File: src/rtl/fetch_sequencer_pkg.sv
// Shared types and default sizes for the instruction fetch sequencer.
package fetch_sequencer_pkg;

  localparam int unsigned DEF_PC_W     = 8;
  localparam int unsigned DEF_INSTR_W  = 32;
  localparam int unsigned DEF_CNT_W    = 16;
  localparam int unsigned DEF_RESET_PC = 0;

  typedef enum logic [1:0] {
    StIdle,
    StFetch,
    StIssue,
    StHalt
  } fetch_state_e;

endpackage

File: src/rtl/fetch_sequencer_if.sv
// Instruction memory request/ack bus and decode valid/ready handshake.
interface fetch_sequencer_if
  import fetch_sequencer_pkg::*;
#(
  parameter int unsigned PC_W    = DEF_PC_W,
  parameter int unsigned INSTR_W = DEF_INSTR_W
);

  logic               imem_req;
  logic [PC_W-1:0]    imem_addr;
  logic               imem_ack;
  logic [INSTR_W-1:0] imem_rdata;
  logic               instr_valid;
  logic [INSTR_W-1:0] instr_data;
  logic [PC_W-1:0]    instr_pc;
  logic               instr_ready;

  // Fetch sequencer side.
  modport master (
    output imem_req, imem_addr, instr_valid, instr_data, instr_pc,
    input  imem_ack, imem_rdata, instr_ready
  );

  // Memory and decode side.
  modport slave (
    input  imem_req, imem_addr, instr_valid, instr_data, instr_pc,
    output imem_ack, imem_rdata, instr_ready
  );

endinterface

File: src/rtl/fetch_sequencer.sv
// Instruction fetch sequencer: owns the PC, keeps one imem request in flight and
// hands each fetched word to decode over valid/ready.
module fetch_sequencer
  import fetch_sequencer_pkg::*;
#(
  parameter int unsigned PC_W     = DEF_PC_W,
  parameter int unsigned INSTR_W  = DEF_INSTR_W,
  parameter int unsigned CNT_W    = DEF_CNT_W,
  parameter int unsigned RESET_PC = DEF_RESET_PC
) (
  input  logic              clk,
  input  logic              reset,
  input  logic              start,
  input  logic              halt,
  input  logic              redirect_valid,
  input  logic [PC_W-1:0]   redirect_pc,
  fetch_sequencer_if.master bus,
  output logic [PC_W-1:0]   pc,
  output logic              busy,
  output logic [CNT_W-1:0]  retired_cnt
);

  fetch_state_e       state_q, state_d;
  logic [PC_W-1:0]    pc_q, pc_d;
  logic               squash_q, squash_d;
  logic [PC_W-1:0]    squash_addr_q, squash_addr_d;
  logic               valid_q, valid_d;
  logic [INSTR_W-1:0] data_q, data_d;
  logic [PC_W-1:0]    ipc_q, ipc_d;
  logic [CNT_W-1:0]   cnt_q, cnt_d;
  logic               accept;

  assign accept = valid_q & bus.instr_ready;

  // State register; reset beats every input.
  always_ff @(posedge clk) begin
    if (reset) begin
      state_q       <= StIdle;
      pc_q          <= PC_W'(RESET_PC);
      squash_q      <= 1'b0;
      squash_addr_q <= '0;
      valid_q       <= 1'b0;
      data_q        <= '0;
      ipc_q         <= '0;
      cnt_q         <= '0;
    end else begin
      state_q       <= state_d;
      pc_q          <= pc_d;
      squash_q      <= squash_d;
      squash_addr_q <= squash_addr_d;
      valid_q       <= valid_d;
      data_q        <= data_d;
      ipc_q         <= ipc_d;
      cnt_q         <= cnt_d;
    end
  end

  // Next-state: FSM, PC update, output holding register and retire counter.
  always_comb begin
    state_d       = state_q;
    pc_d          = pc_q;
    squash_d      = squash_q;
    squash_addr_d = squash_addr_q;
    valid_d       = valid_q;
    data_d        = data_q;
    ipc_d         = ipc_q;
    cnt_d         = cnt_q;
    unique case (state_q)
      StIdle, StHalt: begin
        if (start) state_d = StFetch;
      end
      StFetch: begin
        if (bus.imem_ack) begin
          if (squash_q || redirect_valid) begin
            // Response belongs to a stale request; refetch from the current pc.
            squash_d = 1'b0;
          end else begin
            data_d  = bus.imem_rdata;
            ipc_d   = pc_q;
            valid_d = 1'b1;
            pc_d    = pc_q + 1'b1;
            state_d = StIssue;
          end
        end else if (redirect_valid && !squash_q) begin
          // Keep the outstanding request's address stable until it completes.
          squash_d      = 1'b1;
          squash_addr_d = pc_q;
        end
      end
      StIssue: begin
        if (redirect_valid) begin
          valid_d = 1'b0;
          state_d = (accept && halt) ? StHalt : StFetch;
        end else if (accept) begin
          valid_d = 1'b0;
          if (cnt_q != '1) cnt_d = cnt_q + 1'b1;
          state_d = halt ? StHalt : StFetch;
        end
      end
      default: state_d = StIdle;
    endcase
    if (redirect_valid) pc_d = redirect_pc;
  end

  // Outputs are decoded from registered state only.
  always_comb begin
    bus.imem_req    = (state_q == StFetch);
    bus.imem_addr   = '0;
    if (state_q == StFetch) bus.imem_addr = squash_q ? squash_addr_q : pc_q;
    bus.instr_valid = valid_q;
    bus.instr_data  = data_q;
    bus.instr_pc    = ipc_q;
    pc              = pc_q;
    busy            = (state_q == StFetch) || (state_q == StIssue);
    retired_cnt     = cnt_q;
  end

endmodule

File: src/flat_wrapper.sv
// flat-port wrapper written by rule: the top's interface ports become plain ports
module fetch_sequencer_flat import fetch_sequencer_pkg::*;
#(
  parameter int unsigned PC_W     = DEF_PC_W,
  parameter int unsigned INSTR_W  = DEF_INSTR_W,
  parameter int unsigned CNT_W    = DEF_CNT_W,
  parameter int unsigned RESET_PC = DEF_RESET_PC
)
  (clk, reset, start, halt, redirect_valid, redirect_pc, pc, busy, retired_cnt, bus_imem_req, bus_imem_addr, bus_instr_valid, bus_instr_data, bus_instr_pc, bus_imem_ack, bus_imem_rdata, bus_instr_ready);
  fetch_sequencer_if #(.PC_W(PC_W), .INSTR_W(INSTR_W)) bus_i ();
  input  logic clk;
  input  logic reset;
  input  logic start;
  input  logic halt;
  input  logic redirect_valid;
  input  logic [PC_W-1:0] redirect_pc;
  output logic [PC_W-1:0] pc;
  output logic busy;
  output logic [CNT_W-1:0] retired_cnt;
  output wire logic [$bits(bus_i.imem_req)-1:0] bus_imem_req;
  output wire logic [$bits(bus_i.imem_addr)-1:0] bus_imem_addr;
  output wire logic [$bits(bus_i.instr_valid)-1:0] bus_instr_valid;
  output wire logic [$bits(bus_i.instr_data)-1:0] bus_instr_data;
  output wire logic [$bits(bus_i.instr_pc)-1:0] bus_instr_pc;
  input wire logic [$bits(bus_i.imem_ack)-1:0] bus_imem_ack;
  input wire logic [$bits(bus_i.imem_rdata)-1:0] bus_imem_rdata;
  input wire logic [$bits(bus_i.instr_ready)-1:0] bus_instr_ready;
  assign bus_imem_req = bus_i.imem_req;
  assign bus_imem_addr = bus_i.imem_addr;
  assign bus_instr_valid = bus_i.instr_valid;
  assign bus_instr_data = bus_i.instr_data;
  assign bus_instr_pc = bus_i.instr_pc;
  assign bus_i.imem_ack = bus_imem_ack;
  assign bus_i.imem_rdata = bus_imem_rdata;
  assign bus_i.instr_ready = bus_instr_ready;
  fetch_sequencer #(.PC_W(PC_W), .INSTR_W(INSTR_W), .CNT_W(CNT_W), .RESET_PC(RESET_PC)) u_core (.clk(clk), .reset(reset), .start(start), .halt(halt), .redirect_valid(redirect_valid), .redirect_pc(redirect_pc), .bus(bus_i), .pc(pc), .busy(busy), .retired_cnt(retired_cnt));
endmodule
File: config.mk
export PLATFORM = sky130hd
export DESIGN_NAME = fetch_sequencer_flat
export DESIGN_NICKNAME = d
export VERILOG_FILES = /design/src/rtl/fetch_sequencer_pkg.sv /design/src/rtl/fetch_sequencer_if.sv /design/src/rtl/fetch_sequencer.sv /design/src/flat_wrapper.sv
export SDC_FILE = /design/constraint.sdc
export NUM_CORES = 1
export LEC_CHECK = 0
export ABC_AREA = 0
export CAP_MARGIN = 20
export CORE_MARGIN = 2
export CORE_UTILIZATION = 30
export CTS_BUF_LIST = sky130_fd_sc_hd__clkbuf_4 sky130_fd_sc_hd__clkbuf_8
export DETAILED_ROUTE_END_ITERATION = 7
export GPL_TIMING_DRIVEN = 0
export SYNTH_ARGS = -nofsm -noshare
export SYNTH_HDL_FRONTEND = slang
export SYNTH_SLANG_ARGS = --single-unit
File: constraint.sdc
create_clock -name clk -period 2.1 [get_ports clk]
set_input_delay 0.315 -clock clk [delete_from_list [all_inputs] [get_ports clk]]
set_output_delay 0.315 -clock clk [all_outputs]
set_load 0.05 [all_outputs]
Yosys cells after proc, flatten, opt, wreduce, memory -nomap -nowiden

Cells that the tools add are included.

Output and inout port bits: 75
Flip-flop bits (word level): 76
Bits of input ports: 47

Equality and inequality tests: 10
Muxes and demuxes: 22
$add $sub $neg: 2
Reductions and logical operators: 18
Bitwise logic cells: 4

Operator list:

| operator                                              | count |
|---|---|
| two-way mux 8 bit                                     | 6 |
| adder 16 x 1 -> 16 bit, second input constant         | 1 |
| inequality test 16 bit, second input constant         | 1 |
| two-way mux 2 bit                                     | 7 |
| AND reduction 3 bit                                   | 4 |
| AND reduction 4 bit                                   | 3 |
| adder 8 x 1 -> 8 bit, second input constant           | 1 |
| nonzero test 2 bit                                    | 4 |
| two-way mux 1 bit                                     | 7 |
| inequality test 2 bit, second input constant          | 3 |
| one-hot mux 2 bit (3 select lines)                    | 1 |
| equality test 2 bit, second input constant            | 2 |
| inequality test 2 x 1 -> 1 bit, second input constant | 2 |
| inequality test 3 x 2 -> 1 bit, second input constant | 1 |
| NOT 1 bit                                             | 3 |
| equality test 2 x 1 -> 1 bit, second input constant   | 1 |
| logical AND 1 bit                                     | 2 |
| zero test 2 bit                                       | 1 |
| logical OR 1 bit                                      | 2 |
| one-hot mux 1 bit (2 select lines)                    | 1 |
| OR reduction 2 bit                                    | 1 |
| AND 1 bit                                             | 1 |
| zero test 1 bit                                       | 1 |

Longest topological paths before layout

Gate-level depths: netlist of run 1.

Depth in word-level cells: 5
Mapped depth: 9
Gate-level depth less buffers: 6

Least setup slack after synthesis of run 1

OpenSTA, ideal clock, no wires.

Path kind: reg-to-output
Start point: register u_core.state_q[1]
End point: output port bus_imem_addr[0]
Buffers on the path: 2
Arrival time: 2.066 ns
Cell stages (with the launch flop): 6
Data required time: 1.785 ns
Slack: -0.281 ns
Path through: dfxtp_1 > inv_1 > ha_1 > clkbuf_1 > clkbuf_1 > nor2b_1

Longest elaborated chain between the ends: 2

Ends and longest elaborated chain:

| item                         | line                   | RTL |
|---|---|---|
| from (decl)                  | fetch_sequencer.sv:23  | `fetch_state_e state_q, state_d;` |
| from (signal assigned)       | fetch_sequencer.sv:38  | `state_q <= StIdle;` |
| from (signal assigned)       | fetch_sequencer.sv:47  | `state_q <= state_d;` |
| equality test 2 x 1 -> 1 bit | --                     |  |
| via bus_imem_req             | flat_wrapper.sv:20     | `output wire logic [$bits(bus_i.imem_req)-1:0] bus_imem_req;` |
| two-way mux 8 bit            | fetch_sequencer.sv:109 | `if (state_q == StFetch) bus.imem_addr = squash_q ? squash_addr_q : pc_q;` |
| to (decl)                    | flat_wrapper.sv:21     | `output wire logic [$bits(bus_i.imem_addr)-1:0] bus_imem_addr;` |

The timed path passes the listed nets, and every way through them passes these cells.

Worst setup path after layout of run 1

Start point: register u_core.state_q[0]
End point: output port busy

Longest elaborated chain between the ends: 2
Elaborated cells on any way between the ends: 3

Ends and longest elaborated chain:

| item                                                                       | line                   | RTL |
|---|---|---|
| equality test 2 x 1 -> 1 bit / equality test 2 bit (equally long branches) | fetch_sequencer.sv:114 | `busy = (state_q == StFetch) \|\| (state_q == StIssue);` |
| logical OR 1 bit *                                                         | fetch_sequencer.sv:114 |  |
| to (decl)                                                                  | flat_wrapper.sv:18     | `output logic busy;` |

Every way passes the cells marked *; elsewhere a longest branch is shown, timed or not.

==> summary.txt, run 1 <==
Outcome
  • Status: complete, no violations

Synth
  • #FFs+latches synth: 76
  • Synth area leader: dfxtp_1
  • Syn Area/Cell: 8.32 sq um
  • Post-synthesis sequential area ratio: a little under half
  • Cell variety after synth: 45
  • Mapped cell area: 3350 sq um
  • EDFF count, synth: 0
  • Yosys warning count: 0
  • Largest cells by area after synthesis: dfxtp_1 (45%), nand2_1 (10%), a21oi_1 (9.0%), mux2i_1 (6.0%), clkbuf_1 (2.3%)
  • Mapped Cells: 403
  • Synth Flop Type: dfxtp_1
  • Mapped Nets: 455
  • Synth async-reset ratio: 0%
  • Top cell type's share of synthesized area: 45.4%

Floorplanning
  • Core ar.: 10900 sq um
  • # rows: 38
  • Starting Density: 30.8%
  • I/O pin count: 122
  • Die ar.: about 12000 sq um
  • Die extent in y: 110 microns
  • Die width: 110 microns

Clock network
  • Worst-Skew Late Latency: roughly 350 ps
  • Max clock buf depth: 2
  • Hold buffers post-CTS: 0
  • CTS tree: yes
  • H-tree Lvls: 3
  • Num CTS Buffers: 9
  • Clk sinks: 76
  • Clk root buf: clkbuf_8
  • Clk slew on worst S/H paths: 80 ps

Power
  • Maximum vdd drop: 0.000357 V
  • Power density cells: 779 nW/um^2
  • Total power: 0.00392 W
  • Leak pwr: 1.77 nW

Detailed routing
  • Drt first pass iters: 4
  • DRT Wirelength: 9780 microns
  • DR vias: 3260
  • Post-route ant nets: 0
  • Initial DRC count: 126
  • DRC: 0
  • Routed len/inst: 14.4 microns
  • Vias per Instance: 4.79

Global route
  • Grt ovf: 0
  • Number of global-route vias before repair: approximately 3.2k
  • Pin count of the biggest net entering global routing: 14
  • Initial antenna violation count: 0
  • GRT Total Usage: 16.5%
  • First-pass GRT wire length: 15400 microns

Placement
  • PortBufs: 120
  • Setup WS pre-CTS: -431 ps
  • Cells after DPL: 663
  • GP Congestion: 0.860
  • Post-DP HPWL: 7190 microns

Run
  • Max-cap violations: 0

Worst setup path
  • Critical Path RT: approximately 1800 ps
  • Crit path DAT: 1700 ps
  • R2R Path Start: u_core.state_q[1]
  • R2r setup slk: 150 ps
  • Crit start category: flip-flop
  • CP endpoint kind: output port
  • CP startpoint: u_core.state_q[0]
  • Critical path class: reg2out
  • Crit path max fanout: 4

STA
  • FMAX: 0.495 GHz
  • Tightest Pin Transition: 609 ps
  • # setup viols final: 0
  • Final hold vios: 0
  • Final period util: 96.2%
  • Worst hold slack: 395 ps
  • Unrepaired setup endpoints after global routing: false
  • Max_slew headroom: 59.4%
  • Minimum clock period: 2020 ps
  • Final setup margin: 80.3 ps
  • Fin. max-slew vios: 0
  • Worst Skew: around 12 ps

Layout
  • Post-Layout Cell Count: 681
  • Share of layout cells above drive strength 1: between 10% and 20%
  • Final nets: 588
  • Syn-to-layout area delta: 49.9%
  • N_diodes: 0

Hold path
  • HP Start: reset
  • HP Class: in2reg
## where the power goes
| part | switching [W] | total (W) | internal (W) |
|---|---|---|---|
| Clock | 0.000578 | 0.00128 | 0.000700 |
| Combinational | 0.000651 | 0.00106 | 0.000407 |
| Sequential | 0.0000619 | 0.00158 | 0.00152 |
| Total | 0.00129 | 0.00392 | 0.00263 |
## repair_timing
action                     CTS  global route
gates resized for setup     47            44
setup endpoints to repair   49            57
buffers inserted             1             1
pin swaps                    1             0
cloned                       0             0
## cell usage after synthesis, types with 2 or more instances
cell type  instances
a211oi_1           6
a21oi_1           60
a41oi_1            2
and4_1             2
buf_1              3
clkbuf_1          21
dfxtp_1           76
ha_1               5
inv_1             13
mux2_2             4
mux2i_1           20
nand2_1           90
nand2b_1           3
nand3_1            5
nand4_1            5
nor2_1            20
nor2b_1           12
nor3_1             6
nor4_1             2
o21a_1             5
o21ai_0            3
o31ai_1            6
or3_2              2
or4_1              6
xnor2_1            3
xor2_1             4
## routing by layer
layer	vias to the layer above	routed length, microns	global-route usage, %
met5	-	0	0
met4	0	144	5.33
met3	12	586	3.85
met2	89	4640	27.7
met1	1509	4410	20.7
li1	1650	-	-
## critical path, stage by stage, from the launching register on
cell and delay (ps):
dfxtp_1 400, inv_1 60, ha_1 320, inv_1 60
dlygate4sd2_1 520
## logic make-up (layout without fill, tap and decap cells)
family | after synthesis | count (layout) | synth area share, %
and+or+nand+nor | 165 | 165 | 24.2
AOI/OAI and AO/OA | 87 | 87 | 15.0
DFF | 76 | 76 | 45.4
buffers and inverters | 39 | 177 | 4.44
muxes | 24 | 24 | 7.31
xor gates and xnor gates | 7 | 7 | 1.83
adders and majority gates | 5 | 5 | 1.86
## through the flow
stage | area, sq um | setup TNS [ps] | util (%)
final | 5030 | 0 | 46.2
after CTS | 4960 | 0 | 45.5
after floorplan | 3380 | 0 | -
after detailed placement | 4750 | -15000 | 43.7
after global placement | 4750 | -13780 | 43.7
after global routing | 5030 | 0 | 46.2
## state kept, by name, indices dropped and copies added, names as in the netlist
register and flops:
u_core.retired_cnt 16, u_core.bus.instr_valid 1, u_core.squash_q 1, u_core.squash_addr_q 8, u_core.bus.instr_pc 8, u_core.state_q 2, u_core.pc 8, u_core.bus.instr_data 32
## cell type report
type	instances	area (sq um)
timing repair buffer	122	1220
multi-input combinational	288	1720
inverter	13	48.8
clock buffer	10	138
sequential	76	1520
buffer	26	120
tap	140	175
fill	1085	5860
clock inverter	6	87.6
## path summary, 6_finish.rpt
kind / depth (start not counted) / endpoint
setup reg to reg: 9 / u_core.bus.instr_data[8]
hold reg to reg: 2 / u_core.bus.instr_data[7]
setup / recovery: 4 / busy
hold / removal: 3 / u_core.retired_cnt[5]
## layout by cell type, fill, tap and decap left out, drive strengths merged, types with 2 or more instances in the layout
master and instances:
or3 3, mux2 4, a21oi 60, nor3 7, xnor2 3, o21a 5, nand2 90, o31ai 6
dfxtp 76, inv 13, clkinvlp 3, a41oi 2, xor2 4, bufinv 2, clkbuf 28, and4 3
nand2b 3, ha 5, or4 7, nand4 6, dlymetal6s2s 2, clkdlybuf4s50 109, buf 18, nor4 3
mux2i 20, o21ai 3, nor2b 12, nand3 5, a211oi 6, nor2 20
Note: power is estimated with default switching activity, not from simulation.
==> run 2: changes to the inputs <==
Settings changed: CTS_CLUSTER_DIAMETER set to 120.
==> results of run 2 <==
No change in the layout: final DEF, timing and power equal those of run 1.
